File: src/rtl/regfile_dump_reader_pkg.sv
// Shared definitions for the register-file dump reader: default widths,
// register count and the scan FSM state encoding.
package regfile_dump_reader_pkg;

    localparam int DEF_DATA_W = 16;
    localparam int DEF_ADDR_W = 4;
    localparam int NUM_REGS   = 16;

    // SEND_SUM is only reachable when REGFILE_DUMP_CHECKSUM_EN is defined
    typedef enum logic [2:0] {
        IDLE     = 3'd0,
        FETCH    = 3'd1,
        SEND_A   = 3'd2,
        SEND_B   = 3'd3,
        SEND_SUM = 3'd4
    } state_e;

endpackage

File: src/rtl/regfile_dump_reader_dump_word_counter.sv
// Scan position tracker for the dump reader: holds the current pair index and
// the number of words still to stream, with modulo-16 wrap arithmetic.
module dump_word_counter
    import regfile_dump_reader_pkg::*;
#(
    parameter int ADDR_W = DEF_ADDR_W
) (
    input  logic              clk,
    input  logic              reset,
    input  logic              load,
    input  logic              dec,
    input  logic              adv,
    input  logic [ADDR_W-1:0] first_reg,
    input  logic [ADDR_W-1:0] last_reg,
    output logic [ADDR_W-1:0] next_idx,
    output logic              is_last
);

    localparam int CNT_W = ADDR_W + 1;

    logic [ADDR_W-1:0] idx_q, idx_d;
    logic [CNT_W-1:0]  remaining_q, remaining_d;
    logic [ADDR_W-1:0] span;

    // The span wraps naturally in ADDR_W bits, so first > last counts through 15->0
    assign span     = last_reg - first_reg;
    assign next_idx = idx_q + ADDR_W'(2);
    assign is_last  = (remaining_q == CNT_W'(1));

    // Load on an accepted start, otherwise step down per word and advance per pair
    always_comb begin
        idx_d       = idx_q;
        remaining_d = remaining_q;
        if (load) begin
            idx_d       = first_reg;
            remaining_d = {1'b0, span} + CNT_W'(1);
        end else begin
            if (dec) begin
                remaining_d = remaining_q - CNT_W'(1);
            end
            if (adv) begin
                idx_d = next_idx;
            end
        end
    end

    // Counter registers with synchronous active-low reset
    always_ff @(posedge clk) begin
        if (!reset) begin
            idx_q       <= '0;
            remaining_q <= '0;
        end else begin
            idx_q       <= idx_d;
            remaining_q <= remaining_d;
        end
    end

endmodule

File: src/rtl/regfile_dump_reader.sv
// Register-file dump reader: fetches two registers per access over the A/B
// read ports and streams them one word at a time on a valid/ready interface.
// Optional feature macro: REGFILE_DUMP_CHECKSUM_EN appends a 16-bit sum word.
module regfile_dump_reader
    import regfile_dump_reader_pkg::*;
#(
    parameter int DATA_W = DEF_DATA_W,
    parameter int ADDR_W = DEF_ADDR_W
) (
    input  logic              clk,
    input  logic              reset,
    input  logic              start,
    input  logic [ADDR_W-1:0] first_reg,
    input  logic [ADDR_W-1:0] last_reg,
    output logic [ADDR_W-1:0] rd_addr_a,
    output logic [ADDR_W-1:0] rd_addr_b,
    input  logic [DATA_W-1:0] rd_data_a,
    input  logic [DATA_W-1:0] rd_data_b,
    output logic [DATA_W-1:0] out_data,
    output logic              out_valid,
    input  logic              out_ready,
    output logic              out_last,
    output logic              busy,
    output logic              done
);

`ifdef REGFILE_DUMP_CHECKSUM_EN
    localparam state_e AFTER_LAST  = SEND_SUM;
    localparam logic   LAST_ON_REG = 1'b0;
`else
    localparam state_e AFTER_LAST  = IDLE;
    localparam logic   LAST_ON_REG = 1'b1;
`endif

    state_e            state_q, state_d;
    logic [ADDR_W-1:0] rd_addr_a_q, rd_addr_a_d;
    logic [ADDR_W-1:0] rd_addr_b_q, rd_addr_b_d;
    logic [DATA_W-1:0] buf_a_q, buf_a_d;
    logic [DATA_W-1:0] buf_b_q, buf_b_d;
    logic              done_q, done_d;

    logic              cnt_load;
    logic              cnt_dec;
    logic              cnt_adv;
    logic [ADDR_W-1:0] next_idx;
    logic              is_last;

`ifdef REGFILE_DUMP_CHECKSUM_EN
    logic [DATA_W-1:0] sum_q, sum_d;
`endif

    dump_word_counter #(
        .ADDR_W(ADDR_W)
    ) u_counter (
        .clk       (clk),
        .reset     (reset),
        .load      (cnt_load),
        .dec       (cnt_dec),
        .adv       (cnt_adv),
        .first_reg (first_reg),
        .last_reg  (last_reg),
        .next_idx  (next_idx),
        .is_last   (is_last)
    );

    assign rd_addr_a = rd_addr_a_q;
    assign rd_addr_b = rd_addr_b_q;
    assign busy      = (state_q != IDLE);
    assign done      = done_q;

    // Next-state, address, buffer and stream-output logic for the scan FSM
    always_comb begin
        state_d     = state_q;
        rd_addr_a_d = rd_addr_a_q;
        rd_addr_b_d = rd_addr_b_q;
        buf_a_d     = buf_a_q;
        buf_b_d     = buf_b_q;
        done_d      = 1'b0;
        cnt_load    = 1'b0;
        cnt_dec     = 1'b0;
        cnt_adv     = 1'b0;
        out_valid   = 1'b0;
        out_data    = '0;
        out_last    = 1'b0;
        case (state_q)
            IDLE: begin
                if (start) begin
                    cnt_load    = 1'b1;
                    rd_addr_a_d = first_reg;
                    rd_addr_b_d = first_reg + ADDR_W'(1);
                    state_d     = FETCH;
                end
            end
            FETCH: begin
                buf_a_d = rd_data_a;
                buf_b_d = rd_data_b;
                state_d = SEND_A;
            end
            SEND_A: begin
                out_valid = 1'b1;
                out_data  = buf_a_q;
                out_last  = LAST_ON_REG & is_last;
                if (out_ready) begin
                    cnt_dec = 1'b1;
                    if (is_last) begin
                        state_d = AFTER_LAST;
                        done_d  = (AFTER_LAST == IDLE);
                    end else begin
                        state_d = SEND_B;
                    end
                end
            end
            SEND_B: begin
                out_valid = 1'b1;
                out_data  = buf_b_q;
                out_last  = LAST_ON_REG & is_last;
                if (out_ready) begin
                    cnt_dec = 1'b1;
                    cnt_adv = 1'b1;
                    if (is_last) begin
                        state_d = AFTER_LAST;
                        done_d  = (AFTER_LAST == IDLE);
                    end else begin
                        rd_addr_a_d = next_idx;
                        rd_addr_b_d = next_idx + ADDR_W'(1);
                        state_d     = FETCH;
                    end
                end
            end
`ifdef REGFILE_DUMP_CHECKSUM_EN
            SEND_SUM: begin
                out_valid = 1'b1;
                out_data  = sum_q;
                out_last  = 1'b1;
                if (out_ready) begin
                    state_d = IDLE;
                    done_d  = 1'b1;
                end
            end
`endif
            default: begin
                state_d = IDLE;
            end
        endcase
    end

    // FSM state, read addresses, fetch buffers and done pulse registers
    always_ff @(posedge clk) begin
        if (!reset) begin
            state_q     <= IDLE;
            rd_addr_a_q <= '0;
            rd_addr_b_q <= '0;
            buf_a_q     <= '0;
            buf_b_q     <= '0;
            done_q      <= 1'b0;
        end else begin
            state_q     <= state_d;
            rd_addr_a_q <= rd_addr_a_d;
            rd_addr_b_q <= rd_addr_b_d;
            buf_a_q     <= buf_a_d;
            buf_b_q     <= buf_b_d;
            done_q      <= done_d;
        end
    end

`ifdef REGFILE_DUMP_CHECKSUM_EN
    // Running sum of register words, cleared on each accepted start
    always_comb begin
        sum_d = sum_q;
        if (state_q == IDLE && start) begin
            sum_d = '0;
        end else if (out_valid && out_ready && (state_q == SEND_A || state_q == SEND_B)) begin
            sum_d = sum_q + out_data;
        end
    end

    // Checksum accumulator register
    always_ff @(posedge clk) begin
        if (!reset) begin
            sum_q <= '0;
        end else begin
            sum_q <= sum_d;
        end
    end
`endif

endmodule

File: config.mk
export PLATFORM = sky130hd
export DESIGN_NAME = regfile_dump_reader
export DESIGN_NICKNAME = d
export VERILOG_FILES = /design/src/rtl/regfile_dump_reader_pkg.sv /design/src/rtl/regfile_dump_reader_dump_word_counter.sv /design/src/rtl/regfile_dump_reader.sv
export SDC_FILE = /design/constraint.sdc
export NUM_CORES = 1
export LEC_CHECK = 0
export CAP_MARGIN = 15
export CELL_PAD_IN_SITES_DETAIL_PLACEMENT = 0
export CELL_PAD_IN_SITES_GLOBAL_PLACEMENT = 1
export CORE_MARGIN = 3
export CORE_UTILIZATION = 37
export CTS_CLUSTER_DIAMETER = 30
export CTS_CLUSTER_SIZE = 40
export DETAILED_ROUTE_END_ITERATION = 10
export PLACE_DENSITY = 0.95
export SKIP_LAST_GASP = 1
export SYNTH_ARGS = -nofsm -noshare
export SYNTH_HDL_FRONTEND = slang
export SYNTH_SLANG_ARGS = --single-unit
File: constraint.sdc
create_clock -name clk -period 6 [get_ports clk]
set_input_delay 1.2 -clock clk [delete_from_list [all_inputs] [get_ports clk]]
set_output_delay 1.2 -clock clk [all_outputs]
set_load 0.1 [all_outputs]
-- Word level (Yosys, flattened, before mapping)
Cells that the tools add are included.
- $add $sub $neg: 6
- equality and inequality tests: 8
- muxes and demuxes: 27
- reduce and logical (&&, ||, !) cells: 9
- operators by type and width (operator ; number):
    4-bit two-way mux ; 8
    16-bit one-hot mux with 2 select lines ; 1
    4-bit one-hot mux with 2 select lines ; 2
    3-bit one-hot mux with 4 select lines ; 1
    5-bit two-way mux ; 2
    1-bit two-way mux ; 9
    3-bit two-way mux ; 3
    4-bit by 1-bit adder with 4-bit output, second input constant ; 2
    2-bit inequality test, second input constant ; 4
    3-bit by 2-bit == test with 1-bit output, second input constant ; 2
    3-bit AND reduction ; 2
    2-bit nonzero test ; 3
    4-bit by 1-bit adder with 5-bit output, second input constant ; 1
    5-bit by 1-bit == test with 1-bit output, second input constant ; 1
    5-bit by 1-bit subtractor with 5-bit output, second input constant ; 1
    4-bit by 2-bit adder with 4-bit output, second input constant ; 1
    4-bit AND reduction ; 1
    4-bit subtractor ; 1
    3-bit by 1-bit == test with 1-bit output, second input constant ; 1
    3-bit logical NOT ; 1
    3-bit nonzero test ; 1
    2-bit two-way mux ; 1
    2-bit OR reduction ; 1
- register bits: 53
- output and inout port bits: 28
- logic and storage cells: 58

-- Longest topological paths before layout
- depth in word-level cells: 5
- mapped depth: 8

-- Hierarchy
A second synthesis with hierarchy kept.
- cell total of the unflattened synthesis: 319
- area total of the unflattened synthesis: 2632.5 um2
- modules (own cells, without submodules) (module ; times used ; cells each ; area an instance (um2) ; seq. area each (um2)):
    regfile_dump_reader ; 1 ; 240 ; 1936.9 ; 860.8
    dump_word_counter ; 1 ; 79 ; 695.7 ; 180.2

-- Worst setup path after synthesis
No wires, ideal clock.
- kind: register to output
- start point: register state_q[0]
- end point: output port out_data[0]
- arrival: 2308 ps
- data required time: 4800 ps
- slack: 2492 ps
- cell stages (with the launch flop): 5
- path buffers: 2
- path through: dfxtp_1 buf_4 clkbuf_1 mux2i_1 nor2b_1
- cells in the longest elaborated chain, start to end: 2
- RTL lines (item ; line ; RTL):
    from (decl) ; regfile_dump_reader.sv:35 ; state_e state_q, state_d;
    from (signal assigned) ; regfile_dump_reader.sv:157 ; state_q <= state_d;
    3-bit by 2-bit == test with 1-bit output ; regfile_dump_reader.sv:85 ; case (state_q)
    16-bit one-hot mux with 2 select lines * ; regfile_dump_reader.sv:85 ;
    to (decl) ; regfile_dump_reader.sv:19 ; output logic [DATA_W-1:0] out_data,
Every way passes the cells marked *; elsewhere a longest branch is shown, timed or not.

-- Worst setup path after layout
- start point: register state_q[0]
- end point: output port out_data[10]
The elaborated chain is that of the path after synthesis.

==> results.yml <==
global_route:
  grt_pass1_vias: 2290
  track_usage_pct: 16.1
  overflow: 0
  antenna_found_initial: 0
  grt_pass1_wl_microns: 10300
  grt_max_degree: 46
drt:
  routedWlPerCell_microns: 13.4
  drtAntennaViolNets: 0
  vias_per_cell: 5.09
  dr.pass1.iters: 4
  drtIter0Drc: 121
  vias: 2327
  drc: 0
  wl_microns: 6110
placement:
  post-place-ws_ns: 2.41
  dp_hpwl_microns: 4270
  gp_congestion: 0.784
  place_area_sq_um: 3330
  portBuffers: 71
synthesis:
  syn_inst: 316
  synth_top_cell_area_share_pct: 40.4
  synth-seq-cells: 52
  synth.avg_cell_area_sq_um: 8.14
  synth.area.top_cells: "dfxtp_1 (40%), nand2_1 (10%), a21oi_1 (8.6%)"
  async_reset_ff_share_pct: 0
  synth_edf_count: 0
  synth_nets: 369
  yosysMostFrequentCell: "nand2_1"
  ys_warn_count: 0
  synth-main-ff-cell: "dfxtp_1"
  ys_top_cells_by_count: "nand2_1 (69), dfxtp_1 (52), a21oi_1 (44)"
  synth_top_area_cell: "dfxtp_1"
  syn-cell-area_sq_um: 2570
  ys_seq_area_share_pct: 40.4
  synth_cell_types: 44
layout:
  area_growth_pct: 34.8
  antenna_cells: 0
  drive_above_1_share_pct: 5.79
  fin_nets: 432
  post-route-cell-area_sq_um: 3470
critical_path:
  start_kind: "flip-flop"
  end_kind: "output pin"
  worstSetupPathType: "reg -> out"
  cp.required_ns: 4.80
  cp_max_fo: 21
  cpPeakStageDelay_ns: 1.16
  crit_chain: "buf_4, mux2i_1, nor2b_1, clkdlybuf4s50_1"
  critical_path_arrival_ns: 2.75
  cpMaxStageDelayCell: "clkdlybuf4s50_1"
cts:
  cts_root_buffer: "clkbuf_8"
  insertion_delay_ns: 0.31
  cts_tree: "yes"
  cts_made_buffers: 5
  clk_pin_slew_ns: 0.09
  hold_buffers: 0
  cts_resized: 0
  post-cts-setup-buffers: 0
  clock_sinks: 52
  htree_levels: 2
  clk_path_buf_depth: 2
pwr:
  leakagePower_nw: 1.30
  finalPower_w: 0.000921
  irDropWorstVdd_mv: 0.104
  p_per_area_nw_per_um2: 265
sta:
  period_minus_slack_ns: 3.95
  final-setup-viol-count: 0
  fmax_mhz: 253
  fin_tns_setup_ns: 0
  rsz0062_at_grt: "no"
  slew_violations: 0
  finClkSkew_ns: 0.00542
  max-slew-margin-rel_pct: 34.5
  hold_viol: 0
  fin_ws_ns: 2.05
  tightest_slew_ns: 0.980
  period_share_pct: 65.8
run_status:
  status: "finished clean"
floorplan:
  io_pins: 72
  core_area_sq_um: 6530
  rows: 29
  start_util_pct: 39.4
  die-width_microns: 89.4
  die_area_sq_um: 7990
  die_y_microns: 89.4
run:
  cap_violations: 0
hold_path:
  hp-class: "reg -> reg"
## per-stage QoR
step | util, % | std cells | hold slack (ns)
6_report | 53.1 | 457 | 0.459
2_1_floorplan | - | 316 | 0.436
3_3_place_gp | 50.9 | 448 | 0.443
3_5_place_dp | 50.9 | 448 | 0.446
4_1_cts | 52.9 | 456 | 0.460
5_1_grt | 53.1 | 457 | 0.475
## worst paths after layout
| kind | startpoint | endpoint | slack (ns) | cells past startpoint |
|---|---|---|---|---|
| max | state_q[0]$_SDFFE_PN0P_ | out_data[10] | 2.05 | 4 |
| min | buf_a_q[7]$_SDFFE_PN0P_ | buf_a_q[7]$_SDFFE_PN0P_ | 0.46 | 2 |
| max reg2reg | state_q[0]$_SDFFE_PN0P_ | rd_addr_b[2]$_SDFFE_PN0P_ | 3.51 | 8 |
| min reg2reg | buf_a_q[7]$_SDFFE_PN0P_ | buf_a_q[7]$_SDFFE_PN0P_ | 0.46 | 2 |
## worst max-delay path: cells and delay by family (launching register included)
| family | cells | cell delay [ns] |
|---|---|---|
| AND/OR/NAND/NOR | 1 | 0.16 |
| multiplexers | 1 | 0.11 |
| buffers and inverters | 2 | 1.53 |
| flip-flops | 1 | 0.64 |
## registers in the layout, summed over array words and instances, names as in the netlist
name                   cells
buf_b_q                   16
state_q                    2
rd_addr_b                  4
done                       1
rd_addr_a                  4
buf_a_q                   16
u_counter.remaining_q      5
u_counter.idx_q            4
## area by class of cell
class                      instances  area, sq um
fill                             633         3060
multi-input combinational        233         1410
sequential                        52         1040
timing repair buffer              76          756
clock buffer                       7         96.3
tap                               77         96.3
inverter                          11         41.3
clock inverter                     1         30.0
## metal layers
layer | wire (microns) | part of all wire [%] | GRT usage, %
met5 | 0 | 0 | 0
met4 | 74 | 1.2 | 4.60
met3 | 395 | 6.5 | 4.42
met2 | 2670 | 44 | 25.7
met1 | 2970 | 49 | 21.5
## cells in the final DEF, fill, tap and decap left out, types with 2 or more instances in the layout
master           instances
clkdlybuf4s50_1         71
nand2_1                 69
dfxtp_1                 52
a21oi_1                 44
mux2i_1                 21
nor2b_1                 16
nor2_1                  16
inv_1                   10
o21ai_0                  9
ha_1                     8
clkbuf_8                 7
and3_1                   4
buf_4                    4
nand3_1                  3
a211oi_1                 3
or3_1                    3
a221oi_1                 3
nor3b_1                  2
xor2_1                   2
xnor2_1                  2
mux2_2                   2
o211ai_1                 2
o41ai_1                  2
a31oi_1                  2
## kinds of logic after synthesis
group | Yosys count | share of synthesized area [%]
xor gates and xnor gates | 5 | 2.24
DFF | 52 | 40.4
adders and majority gates | 9 | 4.67
and+or+nand+nor | 126 | 23.1
buffers and inverters | 31 | 4.96
AOI/OAI and AO/OA | 70 | 15.6
muxes | 23 | 9.04
## where the power goes
group	switching [W]	internal (W)	total [W]
Clock	0.000114	0.000147	0.000262
Combinational	0.000159	0.000102	0.000261
Sequential	0.0000244	0.000374	0.000398
Total	0.000298	0.000623	0.000921
Power figures use the tool's default switching activity.
